**src/rtl/memmap_prog.sv**
```systemverilog
// memmap_prog: programmable physical-address chip-select decoder.
// NREGIONS base/mask entries are writable at run time; each access is tracked
// by a watchdog FSM that raises berr for unmapped addresses or missing acks.
// Optional feature: define MEMMAP_WPROT_EN to store a per-entry write-protect
// bit; a write hitting a protected entry then ends in a bus error.

// One decode table entry: base/mask/valid storage plus its match compare.
module memmap_entry #(
  parameter int             DW        = 8,
  parameter int             IW        = 3,
  parameter int             IDX       = 0,
  parameter logic [DW-1:0]  RST_BASE  = '0,
  parameter logic [DW-1:0]  RST_MASK  = '0,
  parameter logic           RST_VALID = 1'b0
) (
  input  logic          clk,
  input  logic          rst_n,
  input  logic [DW-1:0] addr,
  input  logic          cfg_we,
  input  logic [IW-1:0] cfg_idx,
  input  logic [DW-1:0] cfg_base,
  input  logic [DW-1:0] cfg_mask,
  input  logic          cfg_valid,
  output logic          hit
);
  logic [DW-1:0] base, mask;
  logic          valid;

  // Entry storage; an index outside the table simply matches no entry.
  always_ff @(posedge clk or negedge rst_n) begin
    if (!rst_n) begin
      base  <= RST_BASE;
      mask  <= RST_MASK;
      valid <= RST_VALID;
    end else if (cfg_we && cfg_idx == IW'(IDX)) begin
      base  <= cfg_base;
      mask  <= cfg_mask;
      valid <= cfg_valid;
    end
  end

  assign hit = valid && (((addr ^ base) & mask) == '0);
endmodule

module memmap_prog #(
  parameter int AHI      = 27,
  parameter int ALO      = 20,
  parameter int NREGIONS = 8,
  parameter int TIMEOUT  = 255,
  parameter logic [AHI-ALO:0] BOOT_BASE = 8'b01000000,
  parameter logic [AHI-ALO:0] BOOT_MASK = 8'b11000000,
  localparam int DW = AHI - ALO + 1,
  localparam int IW = $clog2(NREGIONS)
) (
  input  logic                clk,
  input  logic                rst_n,
  input  logic                enable,
  input  logic [AHI:ALO]      addr_in,
  input  logic                rw_in,
  input  logic                ack_in,
  input  logic                cfg_we,
  input  logic [IW-1:0]       cfg_idx,
  input  logic [DW-1:0]       cfg_base,
  input  logic [DW-1:0]       cfg_mask,
  input  logic                cfg_valid,
  input  logic                cfg_wp,
  output logic [NREGIONS-1:0] cs,
  output logic                csunmap,
  output logic                berr,
  output logic                busy
);
  typedef enum logic [1:0] {IDLE, ACTIVE, DONE, ERROR} state_t;

  state_t                state;
  logic [NREGIONS-1:0]   hit, sel, cs_q;
  logic                  unmap_q, berr_q, wp_hit;
  logic [15:0]           cnt;

  for (genvar g = 0; g < NREGIONS; g++) begin : g_ent
    memmap_entry #(
      .DW(DW), .IW(IW), .IDX(g),
      .RST_BASE((g == 0) ? BOOT_BASE : '0),
      .RST_MASK((g == 0) ? BOOT_MASK : '0),
      .RST_VALID(g == 0)
    ) u_ent (
      .clk(clk), .rst_n(rst_n), .addr(addr_in),
      .cfg_we(cfg_we), .cfg_idx(cfg_idx), .cfg_base(cfg_base),
      .cfg_mask(cfg_mask), .cfg_valid(cfg_valid), .hit(hit[g])
    );
  end

  // Lowest-index hit wins: isolate the least significant set bit.
  assign sel = hit & (~hit + NREGIONS'(1));

`ifdef MEMMAP_WPROT_EN
  logic [NREGIONS-1:0] wp_q;

  // Write-protect bits, written alongside the table entries.
  always_ff @(posedge clk or negedge rst_n) begin
    if (!rst_n) begin
      wp_q <= '0;
    end else if (cfg_we) begin
      for (int i = 0; i < NREGIONS; i++)
        if (cfg_idx == IW'(i)) wp_q[i] <= cfg_wp;
    end
  end

  assign wp_hit = ~rw_in & |(sel & wp_q);
`else
  logic unused_wp;
  assign unused_wp = ^{cfg_wp, rw_in};
  assign wp_hit    = 1'b0;
`endif

  // Access FSM: latch decode on entry, watch for ack or timeout, hold result.
  always_ff @(posedge clk or negedge rst_n) begin
    if (!rst_n) begin
      state   <= IDLE;
      cs_q    <= '0;
      unmap_q <= 1'b0;
      berr_q  <= 1'b0;
      cnt     <= '0;
    end else if (!enable) begin
      state   <= IDLE;
      cs_q    <= '0;
      unmap_q <= 1'b0;
      berr_q  <= 1'b0;
      cnt     <= '0;
    end else begin
      case (state)
        IDLE: begin
          cnt <= '0;
          if (hit == '0) begin
            state   <= ERROR;
            unmap_q <= 1'b1;
            berr_q  <= 1'b1;
          end else if (wp_hit) begin
            state  <= ERROR;
            berr_q <= 1'b1;
          end else begin
            state <= ACTIVE;
            cs_q  <= sel;
          end
        end
        ACTIVE: begin
          if (ack_in) begin
            state <= DONE;
          end else if (cnt == 16'(TIMEOUT - 1)) begin
            state  <= ERROR;
            cs_q   <= '0;
            berr_q <= 1'b1;
          end else begin
            cnt <= cnt + 16'd1;
          end
        end
        default: ;
      endcase
    end
  end

  assign cs      = cs_q & {NREGIONS{enable}};
  assign csunmap = unmap_q & enable;
  assign berr    = berr_q & enable;
  assign busy    = (state != IDLE);
endmodule
```
**config.mk**
```make
export PLATFORM = sky130hd
export DESIGN_NAME = memmap_prog
export DESIGN_NICKNAME = d
export VERILOG_FILES = /design/src/rtl/memmap_prog.sv
export SDC_FILE = /design/constraint.sdc
export NUM_CORES = 1
export LEC_CHECK = 0
export CORE_ASPECT_RATIO = 1.25
export CORE_UTILIZATION = 54
export DETAILED_ROUTE_END_ITERATION = 10
export GPL_ROUTABILITY_DRIVEN = 0
export PLACE_DENSITY = 0.75
export SYNTH_ARGS = -nofsm -noshare
export SYNTH_HDL_FRONTEND = slang
export SYNTH_SLANG_ARGS = --single-unit
export TNS_END_PERCENT = 1
```
**constraint.sdc**
```tcl
create_clock -name clk -period 2 [get_ports clk]
set_input_delay 0.2 -clock clk [delete_from_list [all_inputs] [get_ports clk]]
set_output_delay 0.2 -clock clk [all_outputs]
set_load 0.03 [all_outputs]
```
After elaboration in Yosys (flattened, before gate mapping)
Index checks and enable logic that the tools add are counted.

Register bits after elaboration: 164. Input bits: 35. Output and inout port bits: 11. Word-level logic and storage cells: 124.

Add/sub/neg operators: 2. Equal/unequal tests: 18. Muxes and demuxes: 21. Bitwise operators: 21. Reduce and logical (&&, ||, !) cells: 33.

Operators by type and width (number): 8-bit AND (10); 8-bit logical NOT (9); 8-bit bitwise XOR (8); 16-bit 2-to-1 mux (3); 8-bit 2-to-1 mux (4); 16-bit one-hot mux with 2 select lines (1); 16-bit by 1-bit adder with 16-bit output, second input constant (1); 16-bit by 8-bit equality test with 1-bit output, second input constant (1); 1-bit logical AND (16); 8-bit one-hot mux with 2 select lines (1); 3-bit != test, second input constant (5); 3-bit equality test, second input constant (4); 8-bit by 1-bit adder with 8-bit output, second input constant (1); 2-bit 2-to-1 mux (4); 8-bit inverter (1); 4-bit AND reduction (2); 3-bit by 2-bit equality test with 1-bit output, second input constant (2); 1-bit 2-to-1 mux (6); 2-bit by 1-bit != test with 1-bit output, second input constant (2); 4-bit != test, second input constant (1); 2-bit one-hot mux with 2 select lines (1); 2-bit AND reduction (2); 3-bit by 1-bit equality test with 1-bit output, second input constant (1); 3-bit logical NOT (1); other kinds (7) (8).

Longest topological paths before layout
Word-level depth: 10. Gate-level depth with buffers: 10. Gate-level depth less buffers: 9.

Cells and area by module
A second synthesis with hierarchy kept.

Cells, all modules: 578. Area total of the unflattened synthesis: 8029.0 um2.

Modules (own cells, without submodules): memmap_entry (g_ent[3].u_ent ...) (times used 3, cells each 49, area each 768.2 um2, seq. area each 425.4 um2); memmap_prog (times used 1, cells each 183, area each 1794.2 um2, seq. area each 700.7 um2); memmap_entry (g_ent[1].u_ent ...) (times used 2, cells each 50, area each 814.5 um2, seq. area each 425.4 um2); memmap_entry (g_ent[4].u_ent) (times used 1, cells each 50, area each 768.2 um2, seq. area each 425.4 um2); memmap_entry (g_ent[0].u_ent) (times used 1, cells each 49, area each 767.0 um2, seq. area each 430.4 um2); memmap_entry (g_ent[7].u_ent) (times used 1, cells each 49, area each 765.7 um2, seq. area each 425.4 um2).

Worst setup path before layout
OpenSTA, ideal clock, no wires.

Kind: register to register. Start point: register cnt[0]. End point: register cnt[10]. Library setup time: 0.132 ns. Data arrival time: 1.731 ns. Required time: 1.868 ns. Slack: 0.137 ns. Stages on the path, launching flop included: 11. Path buffers: 1. Clock period less this slack: 1.863 ns. Cells stage by stage: dfrtp_1 > inv_1 > ha_1 > nor4b_2 > a41oi_2 > o21ai_2 > a21oi_2 > buf_4 > nand4_1 > xor2_1 > nor2_1.

Longest elaborated chain between the ends: 5. Elaborated cells between the ends (all ways): 8. Classes of those cells: add/sub: 1; eq/ne: 2; mux: 4; reduce/logical: 1.

Ends and longest elaborated chain: from (decl) (RTL line 77) `logic [15:0] cnt;`; from (signal assigned) (RTL line 153) `cnt <= cnt + 16'd1;`; 16-bit by 1-bit adder with 16-bit output (RTL line 153); 16-bit 2-to-1 mux (RTL line 148) `end else if (cnt == 16'(TIMEOUT - 1)) begin`; 16-bit 2-to-1 mux (RTL line 146) `if (ack_in) begin`; 16-bit one-hot mux with 2 select lines (RTL line 130) `case (state)`; 16-bit 2-to-1 mux (RTL line 123) `end else if (!enable) begin`.

Parallel ways exist; a longest one is shown, timed or not. The select of a mux whose other input is x is not followed. A chain may end at the register's enable or synchronous reset.

Worst setup path after layout
Start point: input addr_in[27] (netlist name). End point: register cs_q[3].

Longest elaborated chain between the ends: 10. Elaborated cells between the ends (all ways): 41. Classes of those cells: add/sub: 1; eq/ne: 1; mux: 3; bitwise: 18; reduce/logical: 18.

Ends and longest elaborated chain: from (decl) (RTL line 58) `input logic [AHI:ALO] addr_in,`; 8-bit bitwise XOR (RTL line 42) `assign hit = valid && (((addr ^ base) & mask) == '0);`; 8-bit AND (RTL line 42); 8-bit logical NOT (RTL line 42); 1-bit logical AND (RTL line 42); 8-bit inverter (RTL line 93) `assign sel = hit & (~hit + NREGIONS'(1));`; 8-bit by 1-bit adder with 8-bit output (RTL line 93); 8-bit AND (RTL line 93); 8-bit 2-to-1 mux (RTL line 133) `if (hit == '0) begin`; 8-bit one-hot mux with 2 select lines (RTL line 130); 8-bit 2-to-1 mux (RTL line 123); to (signal assigned) (RTL line 142) `cs_q <= sel;`; to (decl) (RTL line 75) `logic [NREGIONS-1:0] hit, sel, cs_q;`.

Parallel ways exist; a longest one is shown, timed or not. The select of a mux whose other input is x is not followed.

==> results.md <==
- The number of max-cap violations is 0.
- Of the cells placed in the final design, the portion with a size suffix greater than 1 is 0.384.
- The number of top-level pins is 46.
- After routing, the total negative slack on setup checks comes to -0.199 ns.
- The area share of xor/xnor cells in the synthesized design is 0.0871.
- STA classifies the critical path startpoint as an input pin.
- The final net count is 704.
- The die covers 0.0146 mm2.
- The final hold violation count came to 0.
- TritonCTS built the clock tree.
- The global-route track usage on met3 is 0.0487.
- The endpoint kind of the worst setup timing path is a register.
- Setup slack on the critical path of the routed design comes to -0.0405 ns.
- The post-synthesis instance area is 0.00764 mm2.
- The core footprint is 0.0138 mm2.
- The clock network latency to the later pin of the worst-skew pair is 0.43 ns.
- The synthesized net count is 617.
- Traced cell by cell, the critical path runs through clkdlybuf4s50_1 -> buf_12 -> xor2_1 -> a222oi_1 -> and4_1 -> nor2_1 -> a31oi_4 -> o21ai_2.
- Entering global routing, the biggest net connects 58 pins.
- The critical path in this run is classified as in2reg.
- The total via count after detailed routing is 4809.
- For this run, global-route usage on met1 was measured as 0.298.
- The via count of the first global-routing pass is 5100.
- After detailed routing, the number of remaining DRC violations is 0.
- The count of input and output buffers is 43.
- The post-layout minimum cycle time is 2.04 ns.
- The CTS buffer count is 17.
- The worst min-delay path category is in2async.
- The area taken by flip-flops and latches is 0.00411 mm2.
- The buffer type at the clock tree root is sky130_fd_sc_hd__clkbuf_16.
- In this run the remaining antenna-violating nets after routing total 0.
- The achievable clock frequency is 490 MHz.
- Setup repair after global routing could not meet its margin everywhere.
- In this run the horizontal extent of the chip is 108 um.
- The share of the synthesized area in compound gates (AO/OA/AOI/OAI) is 0.0566.
- In the layout the commonest cells are sky130_fd_sc_hd__dfrtp_1, sky130_fd_sc_hd__mux2_2, sky130_fd_sc_hd__xor2_1, sky130_fd_sc_hd__buf_4, sky130_fd_sc_hd__clkdlybuf4s50_1.
- The number of failing setup endpoints in the final timing report is 6.
- The critical-path cell with the highest stage delay is sky130_fd_sc_hd__a222oi_1.
- The number of antenna violations at the first check in global routing was 0.
- Relative to the synthesized area, the layout overhead comes to 21.5%.
- The detailed router finished its first iteration with 246 violations.
- The die is 135 um tall.
- The wire length of the first global-routing pass is 26700 um.
- Yosys attributes the largest share of cell area to sky130_fd_sc_hd__dfrtp_1, sky130_fd_sc_hd__mux2_2, sky130_fd_sc_hd__xor2_1, sky130_fd_sc_hd__dfstp_2, sky130_fd_sc_hd__nand2_1.
- Between clock sinks in the finished design, the worst skew comes to 0.00528 ns.
- The area of the multi-input gates is 0.00337 mm2.
- The data arrival at the endpoint of the critical path is 2.35 ns.
- The number of flip-flops and latches in the synthesized netlist is 164.
- The slew at the pin closest to its max-slew limit is 0.573 ns.
- The longest individual stage delay on the worst path is 0.52 ns.
- After clock tree synthesis, the clock-pin slew on the worst setup and hold paths is 0.06 ns.
- The gate count after technology mapping is 580.
- The average detailed-routed wire length per instance is 19.4 um.
- Hold is met by 0.299 ns.
- The clock net in this run drives a total of 164 sinks.
- The number of H-tree branching levels is 4.
- Summed over all layers, the global routing overflow is 0.
- Of all nets on the critical path, the largest fanout is 7.
- The routed design has 16600 um of wire.
- The worst ir drop on vdd is 672 uV.
- In this run the core area contains 48 standard-cell rows.
- After synthesis, the share of cell area in mux cells is 0.202.
- The share of Yosys cell area claimed by the top area cell type is 0.524.
- The Yosys warning count is 0.
- The met2 layer usage reported by global route is 0.419.
- A synthesized cell averages 13.2 um2.
- After synthesis, the largest family of logic cells by area is multiplexers.
- The final critical-path share of the clock period is 1.02.
- The flow ran to the end, but the final reports show violations.
- Before antenna repair, the detailed router went through 5 iterations.
- The combined global-route utilization of all metal layers is 0.247.
- The leakage power of the design is 4.07 nW.
- The library cell used most frequently in the layout, excluding fill and tap cells, is sky130_fd_sc_hd__dfrtp_1.
- The checks that failed: negative setup slack.
- The count of final max-slew check failures is 0.
- The max-slew headroom at the worst pin is 0.618.
- The share of the Yosys chip area taken by registers is 0.538.
- The cell type with the largest total area after synthesis is sky130_fd_sc_hd__dfrtp_1.
- The power per cell area is 1040 mW/mm2.
- Data on the critical path is required at its endpoint by 2.31 ns.
- Counting the fill cells in the layout gives 964.
- The area fraction in and, or, nand and nor cells after synthesis is 0.0856.
- The adder-cell area share of the yosys netlist is 0.00327.
- The design draws 9.65 mW.
- The maximum buffer depth of the clock tree is 2.
- The half-perimeter wire length after detailed placement is 11700 um.
- In this run the most used layer during global routing was met2.
- The number of antenna diodes in the final layout is 0.
- After detailed routing, the number of vias per cell comes to 5.63.
- The initial utilization of the core area, before any placement, comes to 0.553.
- The netlist uses 48 different library cells.
## final timing paths
path / slack (ns) / depth (start not counted) / from / end
min in group clk: 0.46 / 2 / ack_in / state[0]
setup reg to reg: 0 / 6 / g_ent[6].u_ent.base[7] / cs_q[3]
hold / removal: 0.30 / 2 / rst_n / cnt[11]
setup / recovery: -0.04 / 8 / addr_in[27] / cs_q[3]
hold reg to reg: 0.50 / 1 / g_ent[7].u_ent.valid / g_ent[7].u_ent.valid
max in group asynchronous: 0.98 / 3 / rst_n / g_ent[0].u_ent.valid
## cells in the mapped netlist (all sizes together)
cell       n
nor4       1
a22o       7
a21o       1
xor2      74
nor4b      2
inv       15
nand4b     3
nand4      9
a221oi     7
buf       14
dfrtp    160
o22ai      1
a41oi      1
nand3b     1
nand2     22
o2111ai    1
ha         2
a222oi     7
nand3     10
a31oi      4
clkbuf    13
and2      11
nand2b     2
a22oi      6
or2        1
nor3       6
xnor2      2
o211a      1
o311ai     1
mux2     137
and4       8
and4bb     1
dfstp      4
nor2b      6
a21oi      3
nor2      20
and3       5
o21ai      9
nor3b      2
## metrics by stage
stage / cell area (um2) / worst slack, ns / cells / util
final: 9290 / -0.0405 / 854 / 0.672
after global routing: 9290 / -0.120 / 854 / 0.672
after CTS: 9260 / 0.0121 / 853 / 0.670
after detailed placement: 8640 / -0.521 / 821 / 0.625
after global placement: 8640 / -0.454 / 821 / 0.625
after floorplan: 7640 / 0.137 / 580 / -
## report_power, final
part	switching, mW	internal, mW	total [mW]
sequential	0.401	3.99	4.39
clock	1.33	1.87	3.20
combinational	0.950	1.12	2.07
total	2.68	6.97	9.65
## layout make-up
type,instances,share of cell area
repair buffers,95,0.103
clock buffers,20,0.0481
inverters,15,0.00606
well taps,175,0.0236
clock inverters,11,0.0139
flip-flops and latches,164,0.442
multi-input cells,374,0.363
## per-layer routing
metal | routed length [um] | share of wire
met1 | 6840 | 0.41
met3 | 529 | 0.032
met2 | 8640 | 0.52
met4 | 568 | 0.034
met5 | 0 | 0
## critical path, delay by kind of cell
kind            cells  cell delay (ns)
compound gates      3             0.91
xor+xnor            1             0.14
buf+inv             2             0.67
simple gates        2             0.43
## flip-flops by register name, summed over array words and instances (netlist names)
name,flops
g_ent.u_ent.valid,8
g_ent.u_ent.mask,64
state,2
g_ent.u_ent.base,64
berr_q,1
cs_q,8
unmap_q,1
cnt,16
## timing repair
action,CTS,global route
pin swaps,6,2
resized for setup,6,4
hold buffers,1,0
hold endpoints to repair,51,0
buffers inserted,1,1
endpoints found under the setup margin,6,24
## cell families (layout without fill, tap and decap cells)
logic type	count (synthesis)	count (layout)
and+or+nand+nor	110	110
muxes	137	137
xor gates and xnor gates	76	76
DFF	164	164
adders and majority gates	2	2
AOI/OAI and AO/OA	49	49
buffers and inverters	42	141
Power figures use the tool's default switching activity.
